<file path="config.mk">
export PLATFORM = sky130hd
export DESIGN_NAME = trig_route
export DESIGN_NICKNAME = d
export VERILOG_FILES = /design/src/rtl/trig_route.sv
export SDC_FILE = /design/constraint.sdc
export NUM_CORES = 1
export LEC_CHECK = 0
export ABC_AREA = 1
export CAP_MARGIN = 0
export CORE_MARGIN = 10
export CORE_UTILIZATION = 35
export DETAILED_ROUTE_END_ITERATION = 7
export SYNTH_ARGS = -nofsm -noshare
export SYNTH_HDL_FRONTEND = slang
export SYNTH_SLANG_ARGS = --single-unit
</file>
<file path="constraint.sdc">
create_clock -name fe_clk -period 4.1 [get_ports fe_clk]
set_input_delay 1.23 -clock fe_clk [delete_from_list [all_inputs] [get_ports fe_clk]]
set_output_delay 1.23 -clock fe_clk [all_outputs]
set_load 0.05 [all_outputs]
</file>
<file path="src/rtl/trig_route.sv">
// trig_route: masked OR/AND trigger combine, per-output arm/fire/holdoff FSM, counters.
// Optional TRIG_ROUTE_PASSTHRU_EN adds I_passthru for level-following outputs.
module trig_route #(
    parameter int pNUM_SRC       = 4,
    parameter int pNUM_OUT       = 2,
    parameter int pSTRETCH_WIDTH = 8,
    parameter int pHOLDOFF_WIDTH = 16,
    parameter int pCOUNT_WIDTH   = 16
) (
    input  logic                               fe_clk,
    input  logic                               resetn,
    input  logic [pNUM_SRC-1:0]                I_src,
    input  logic [pNUM_OUT*pNUM_SRC-1:0]       I_src_mask,
    input  logic [pNUM_OUT-1:0]                I_mode_and,
    input  logic [pNUM_OUT*pSTRETCH_WIDTH-1:0] I_stretch,
    input  logic [pHOLDOFF_WIDTH-1:0]          I_holdoff,
    input  logic [pNUM_OUT-1:0]                I_oneshot,
    input  logic [pNUM_OUT-1:0]                I_arm,
    input  logic [pNUM_OUT-1:0]                I_disarm,
    input  logic                               I_clear_counts,
`ifdef TRIG_ROUTE_PASSTHRU_EN
    input  logic [pNUM_OUT-1:0]                I_passthru,
`endif
    output logic [pNUM_OUT-1:0]                O_trig,
    output logic [pNUM_OUT-1:0]                O_armed,
    output logic [pNUM_OUT*pCOUNT_WIDTH-1:0]   O_fire_count,
    output logic [pNUM_OUT*pCOUNT_WIDTH-1:0]   O_missed_count,
    output logic                               O_quiet
);

    localparam int CW = (pSTRETCH_WIDTH > pHOLDOFF_WIDTH) ? pSTRETCH_WIDTH : pHOLDOFF_WIDTH;
    localparam int SW = pSTRETCH_WIDTH;
    localparam int NW = pCOUNT_WIDTH;

    typedef enum logic [1:0] {ST_IDLE, ST_ARMED, ST_FIRE, ST_HOLDOFF} state_t;

    state_t [pNUM_OUT-1:0]          state_q, state_d;
    logic   [pNUM_OUT-1:0][CW-1:0]  cnt_q, cnt_d;
    logic   [pNUM_OUT-1:0][NW-1:0]  fire_cnt_q, fire_cnt_d;
    logic   [pNUM_OUT-1:0][NW-1:0]  miss_cnt_q, miss_cnt_d;
    logic   [pNUM_OUT-1:0]          cond, cond_r_q, cond_r_d, edge_det;
    logic   [pNUM_OUT-1:0]          fire_inc, miss_inc, fsm_trig, fire_next, pass_hi;
    logic   [pNUM_OUT-1:0]          trig_q, trig_d, armed_q, armed_d;
    logic                           quiet_q, quiet_d;

    always_comb begin
        logic [pNUM_SRC-1:0] m;
        m = '0;
        for (int k = 0; k < pNUM_OUT; k++) begin
            m = I_src_mask[k*pNUM_SRC +: pNUM_SRC];
            if (I_mode_and[k])
                cond[k] = (&(I_src | ~m)) & (|m);
            else
                cond[k] = |(I_src & m);
        end
        cond_r_d = cond;
        edge_det = cond & ~cond_r_q;
    end

    always_comb begin
        for (int k = 0; k < pNUM_OUT; k++) begin
            state_d[k]  = state_q[k];
            cnt_d[k]    = cnt_q[k];
            fsm_trig[k] = 1'b0;
            fire_inc[k] = 1'b0;
            miss_inc[k] = 1'b0;
            // Disarm wins over arm and any edge in the same cycle.
            if (I_disarm[k]) begin
                state_d[k] = ST_IDLE;
            end else begin
                unique case (state_q[k])
                    ST_IDLE: begin
                        if (I_arm[k])
                            state_d[k] = ST_ARMED;
                    end
                    ST_ARMED: begin
                        if (edge_det[k]) begin
                            state_d[k]  = ST_FIRE;
                            cnt_d[k]    = CW'(I_stretch[k*SW +: SW]);
                            fsm_trig[k] = 1'b1;
                            fire_inc[k] = 1'b1;
                        end
                    end
                    ST_FIRE: begin
                        miss_inc[k] = edge_det[k];
                        if (cnt_q[k] == '0) begin
                            if (I_holdoff != '0) begin
                                state_d[k] = ST_HOLDOFF;
                                cnt_d[k]   = CW'(I_holdoff);
                            end else begin
                                state_d[k] = I_oneshot[k] ? ST_IDLE : ST_ARMED;
                            end
                        end else begin
                            cnt_d[k]    = cnt_q[k] - CW'(1);
                            fsm_trig[k] = 1'b1;
                        end
                    end
                    ST_HOLDOFF: begin
                        miss_inc[k] = edge_det[k];
                        if (cnt_q[k] == CW'(1))
                            state_d[k] = I_oneshot[k] ? ST_IDLE : ST_ARMED;
                        else
                            cnt_d[k] = cnt_q[k] - CW'(1);
                    end
                    default: state_d[k] = ST_IDLE;
                endcase
            end
            fire_next[k] = (state_d[k] == ST_FIRE);
            armed_d[k]   = (state_d[k] != ST_IDLE);
        end
    end

    always_comb begin
        for (int k = 0; k < pNUM_OUT; k++) begin
            fire_cnt_d[k] = fire_cnt_q[k];
            miss_cnt_d[k] = miss_cnt_q[k];
            if (I_clear_counts) begin
                fire_cnt_d[k] = '0;
                miss_cnt_d[k] = '0;
            end else begin
                if (fire_inc[k] && (fire_cnt_q[k] != '1))
                    fire_cnt_d[k] = fire_cnt_q[k] + NW'(1);
                if (miss_inc[k] && (miss_cnt_q[k] != '1))
                    miss_cnt_d[k] = miss_cnt_q[k] + NW'(1);
            end
        end
    end

    always_comb begin
`ifdef TRIG_ROUTE_PASSTHRU_EN
        pass_hi = I_passthru & cond;
        trig_d  = pass_hi | (~I_passthru & fsm_trig);
`else
        pass_hi = '0;
        trig_d  = fsm_trig;
`endif
        quiet_d = ~|(fire_next | pass_hi);
    end

    always_ff @(posedge fe_clk) begin
        if (!resetn) begin
            for (int k = 0; k < pNUM_OUT; k++) begin
                state_q[k]    <= ST_IDLE;
                cnt_q[k]      <= '0;
                fire_cnt_q[k] <= '0;
                miss_cnt_q[k] <= '0;
            end
            cond_r_q <= '0;
            trig_q   <= '0;
            armed_q  <= '0;
            quiet_q  <= 1'b1;
        end else begin
            for (int k = 0; k < pNUM_OUT; k++) begin
                state_q[k]    <= state_d[k];
                cnt_q[k]      <= cnt_d[k];
                fire_cnt_q[k] <= fire_cnt_d[k];
                miss_cnt_q[k] <= miss_cnt_d[k];
            end
            cond_r_q <= cond_r_d;
            trig_q   <= trig_d;
            armed_q  <= armed_d;
            quiet_q  <= quiet_d;
        end
    end

    always_comb begin
        for (int k = 0; k < pNUM_OUT; k++) begin
            O_fire_count[k*NW +: NW]   = fire_cnt_q[k];
            O_missed_count[k*NW +: NW] = miss_cnt_q[k];
        end
    end

    assign O_trig  = trig_q;
    assign O_armed = armed_q;
    assign O_quiet = quiet_q;

endmodule

</file>
---- Word-level counts from Yosys, hierarchy flattened ----
Cells that the tools add are included.
storage, ports and cells
  register bits after elaboration ......... 107
  output and inout port bits .............. 69
cells by class
  add/subtract/negate cells ............... 6
  equal/unequal tests ..................... 20
  mux-type cells .......................... 41
  bitwise logic cells ..................... 13
  reductions and logical operators ........ 28
operators with widths
  cell                   count
  $mux 16                7
  $pmux 16 s3            2
  $add 16x1->16 const B  4
  $ne 16x16->1 const B   4
  $eq 16x1->1 const B    2
  $logic_not 16->1       2
  $sub 16x1->16 const B  2
  $mux 2                 12
  $mux 1                 16
  $pmux 2 s4             2
  $reduce_bool 16->1     1
  $reduce_or 4->1        4
  $eq 2x2->1 const B     6
  $reduce_or 2->1        6
  $reduce_and 5->1       2
  $and 4x4->4            2
  $ne 2x2->1 const B     4
  $not 4->4              2
  $or 4x4->4             2
  $reduce_and 4->1       2
  $ne 3x3->1 const B     2
  $reduce_bool 3->1      2
  $eq 2x1->1 const B     2
  $logic_and 1x1->1      4
  8 further kinds        14

---- Depth between registers and ports, before layout ----
  depth after elaboration ................. 12
  depth in mapped cells ................... 14
  mapped depth without buffers ............ 14

---- Worst setup path after synthesis ----
OpenSTA, ideal clock, no wires.
  path kind ............................... input to register
  start point ............................. input I_holdoff[10]
  end point ............................... register cnt_q[16] (netlist name)
  setup time .............................. 113 ps
  data arrival time ....................... 2,279 ps
  required time ........................... 3,987 ps
  setup slack ............................. 1,707 ps
  stages .................................. 11
  cell sequence ........................... nor2_1 nand3_1 nor2_1 nand2_1 nor2_1 nand2_1 nand3_2 inv_2 buf_2 o21ai_1 nor2_1
on the way
  cells in the longest elaborated chain, start to end .. 3
RTL lines
  what                             line  source
  from (decl)                      16    input logic [pHOLDOFF_WIDTH-1:0] I_holdoff,
  $reduce_bool 16->1               87    if (I_holdoff != '0) begin
  $ne 3x3->1 (no line)             n/a
  $reduce_and 5->1 (no line)       n/a
  to (signal, indexed assignment)  155   cnt_q[k] <= cnt_d[k];
  to (decl)                        38    logic [pNUM_OUT-1:0][CW-1:0] cnt_q, cnt_d;
Every way passes these cells.
A chain may end at the register's enable or synchronous reset.

---- Worst setup path in the final report ----
  start point ............................. input I_src[2]
  end point ............................... register cnt_q[28] (netlist name)
on the way
  cells in the longest elaborated chain, start to end .. 7
  elaborated cells between the ends (all ways) .. 9
RTL lines
  what                          line  source
  from (decl)                   12    input logic [pNUM_SRC-1:0] I_src,
  $or 4x4->4                    52    cond[k] = (&(I_src | ~m)) & (|m);
  $reduce_and 4->1              52
  $and 1x1->1                   52
  $mux 1 *                      51    if (I_mode_and[k])
  $and 2x2->2 *                 57    edge_det = cond & ~cond_r_q;
  $ne 2x2->1 (no line) *        n/a
  $reduce_and 5->1 (no line) *  n/a
Every way passes the cells marked *; elsewhere a longest branch is shown, timed or not.

==> results_dict.tcl <==
set metrics [dict create \
    syn_area_um2 6850 \
    yosys.area.top_type "dfxtp_1" \
    grt_max_degree 43 \
    cts_tree "done" \
    peakVddDrop_mv 0.1907 \
    ys_ff_latch 107 \
    synth-main-ff-cell "dfxtp_1" \
    drcViolationCount 0 \
    setup_viol 0 \
    ctsResizeCount 0 \
    clockBufferDepth 2 \
    worstPathArrival_ns 3.21 \
    die_w_um 159.9 \
    grt_pass1_wl_um 36580 \
    critical_path.startpoint_type "input port" \
    die_h_um 159.9 \
    portBuffers 123 \
    finClkSkew_ns 0.01130 \
    grt_antenna_before_repair 4 \
    fp.coreArea_um2 19330 \
    dr.pass1.iters 5 \
    worst_setup_path_end_kind "flop" \
    wl_per_cell_um 15.39 \
    slew_headroom_pct 45.62 \
    rows 51 \
    route.vias.total 7086 \
    hold_path.class "reg2reg" \
    fin_crit_sh_pct 72.76 \
    rsz0062_at_grt "false" \
    timing.final.hold_violations 0 \
    power_leakage_nw 3.188 \
    cts_buffers 9 \
    vias_per_cell 4.935 \
    setup_tns_ns 0 \
    synthArstFlopShare_pct 0 \
    layout-drive-gt1-share_pct 8.041 \
    postCtsSetupBuffers 0 \
    p_per_area_nw_per_um2 284.9 \
    layout_min_cycle_time_ns 2.983 \
    synth_common_cells "264 x nand2_1, 124 x nor2_1, 107 x dfxtp_1" \
    drv_cap 0 \
    synth.distinct_cells 49 \
    io_pins 124 \
    gr-total-overflow 0 \
    nNetsFinal 1236 \
    synth.yosys.seq_area_share_pct 31.27 \
    clkSlewWorstSetupHoldPaths_ns 0.07 \
    clock.fmax_mhz 335.2 \
    initial_utilization_pct 35.43 \
    cp.required_ns 4.33 \
    worstMarginPinSlew_ns 0.8145 \
    maxSlewViolCount 0 \
    htreeDepth 3 \
    status "completed" \
    post-synth-top-count-cell "nand2_1" \
    syn_inst 1048 \
    die-area_um2 25570 \
    synth_area_leaders "dfxtp_1 31%, nand2_1 14%, nor2_1 6.8%" \
    worstSetupPathType "in2reg" \
    synth_nets 1120 \
    finalWirelength_um 22100 \
    first_global_vias 7195 \
    cp_max_fo 20 \
    synth_top_cell_area_share_pct 31.27 \
    post-route-util_pct 44.69 \
    gp_congestion 0.8905 \
    avgSynthCellArea_um2 6.537 \
    synth-edff-count 0 \
    grt_usage_pct 17.19 \
    place_hpwl_um 16990 \
    hold_buffers 0 \
    final_cells 1436 \
    drt_iter0_markers 371 \
    area_growth_pct 26.14 \
    dp.cells 1418 \
    fillers 2054 \
    worstSkewPairLatency_ns 0.37 \
    clock_sinks 107 \
    cts_root_buf "clkbuf_16" \
    drtAntennaViolNets 0 \
    yosys_warnings 0 \
]
## cell usage in the layout, fill, tap and decap left out, drive strengths merged, types with 2 or more instances in the layout
cell type / n
o21ai: 67
or2: 2
clkdlybuf4s50: 123
nand4: 16
nand3: 87
nor3b: 3
ha: 17
xor2: 26
o21bai: 2
buf: 7
nor4: 5
a21boi: 2
inv: 109
o211ai: 8
dfxtp: 107
nor2: 136
a21oi: 99
diode: 2
xnor2: 16
clkbuf: 11
o21a: 3
nand2: 283
and2: 2
a31oi: 3
nor3: 26
## registers in the layout, summed over array words and instances (netlist names)
name and flops:
O_fire_count 32, O_trig 2, O_quiet 1, cond_r_q 2
O_armed 2, cnt_q 32, O_missed_count 32, state_q 4
## worst paths after layout
kind | startpoint | end | slack [ns] | cells after the start
setup / recovery | I_src[2] | cnt_q[28] | 1.12 | 12
hold / removal | cnt_q[30] | cnt_q[30] | 0.47 | 2
setup reg to reg | state_q[2] | cnt_q[31] | 1.53 | 10
hold reg to reg | cnt_q[30] | cnt_q[30] | 0.47 | 2
## power breakdown
| part | total, mW | switching (mW) | internal [mW] |
|---|---|---|---|
| Sequential | 1.07 | 0.0165 | 1.06 |
| Combinational | 0.451 | 0.287 | 0.164 |
| Clock | 0.939 | 0.436 | 0.503 |
| Total | 2.46 | 0.740 | 1.72 |
## worst max-delay path, cell delays in order
cell and delay (ns):
clkdlybuf4s50_1 0.51, inv_2 0.05, nand2_1 0.05, nand2_1 0.07
o21ai_2 0.20, nand3_2 0.14, nand2_1 0.11, nand3_2 0.24
inv_2 0.38, nand2_1 0.09, nand2_1 0.07, a21oi_1 0.05
## cells by family after synthesis
logic type                 after synthesis  share of synthesized area [%]
and+or+nand+nor                        562                          36.79
xor gates and xnor gates                42                          5.370
AOI/OAI and AO/OA                      190                          15.67
DFF                                    107                          31.27
buffers and inverters                  130                          7.799
adders and majority gates               17                          3.105
## layout make-up
class / instances / area (µm²) / share of cell area, %
multi-input combinational: 811 / 4174 / 48.31
sequential: 107 / 2142 / 24.79
timing repair buffer: 130 / 1284 / 14.86
inverter: 105 / 394.1 / 4.561
tap: 265 / 331.6 / 3.837
clock buffer: 11 / 242.7 / 2.809
clock inverter: 5 / 67.56 / 0.7819
antenna: 2 / 5.005 / 0.05792
## through the flow
stage                     hold WS (ns)  power [mW]  cell area [µm²]  setup WS, ns
after floorplan                 0.4388       1.391             6850         1.707
after global placement          0.4644       1.547             8325        0.7197
after detailed placement        0.4638       1.544             8325        0.7119
after CTS                       0.4767       2.491             8636         1.096
after global routing            0.5160       2.578             8636        0.8740
final                           0.4724       2.462             8641         1.117
## metal layers
layer	wire length, µm	track usage, %
met1	9729	20.53
met2	10140	28.21
met3	1671	5.810
met4	536	6.010
met5	25	0
Note: power is estimated with default switching activity, not from simulation.
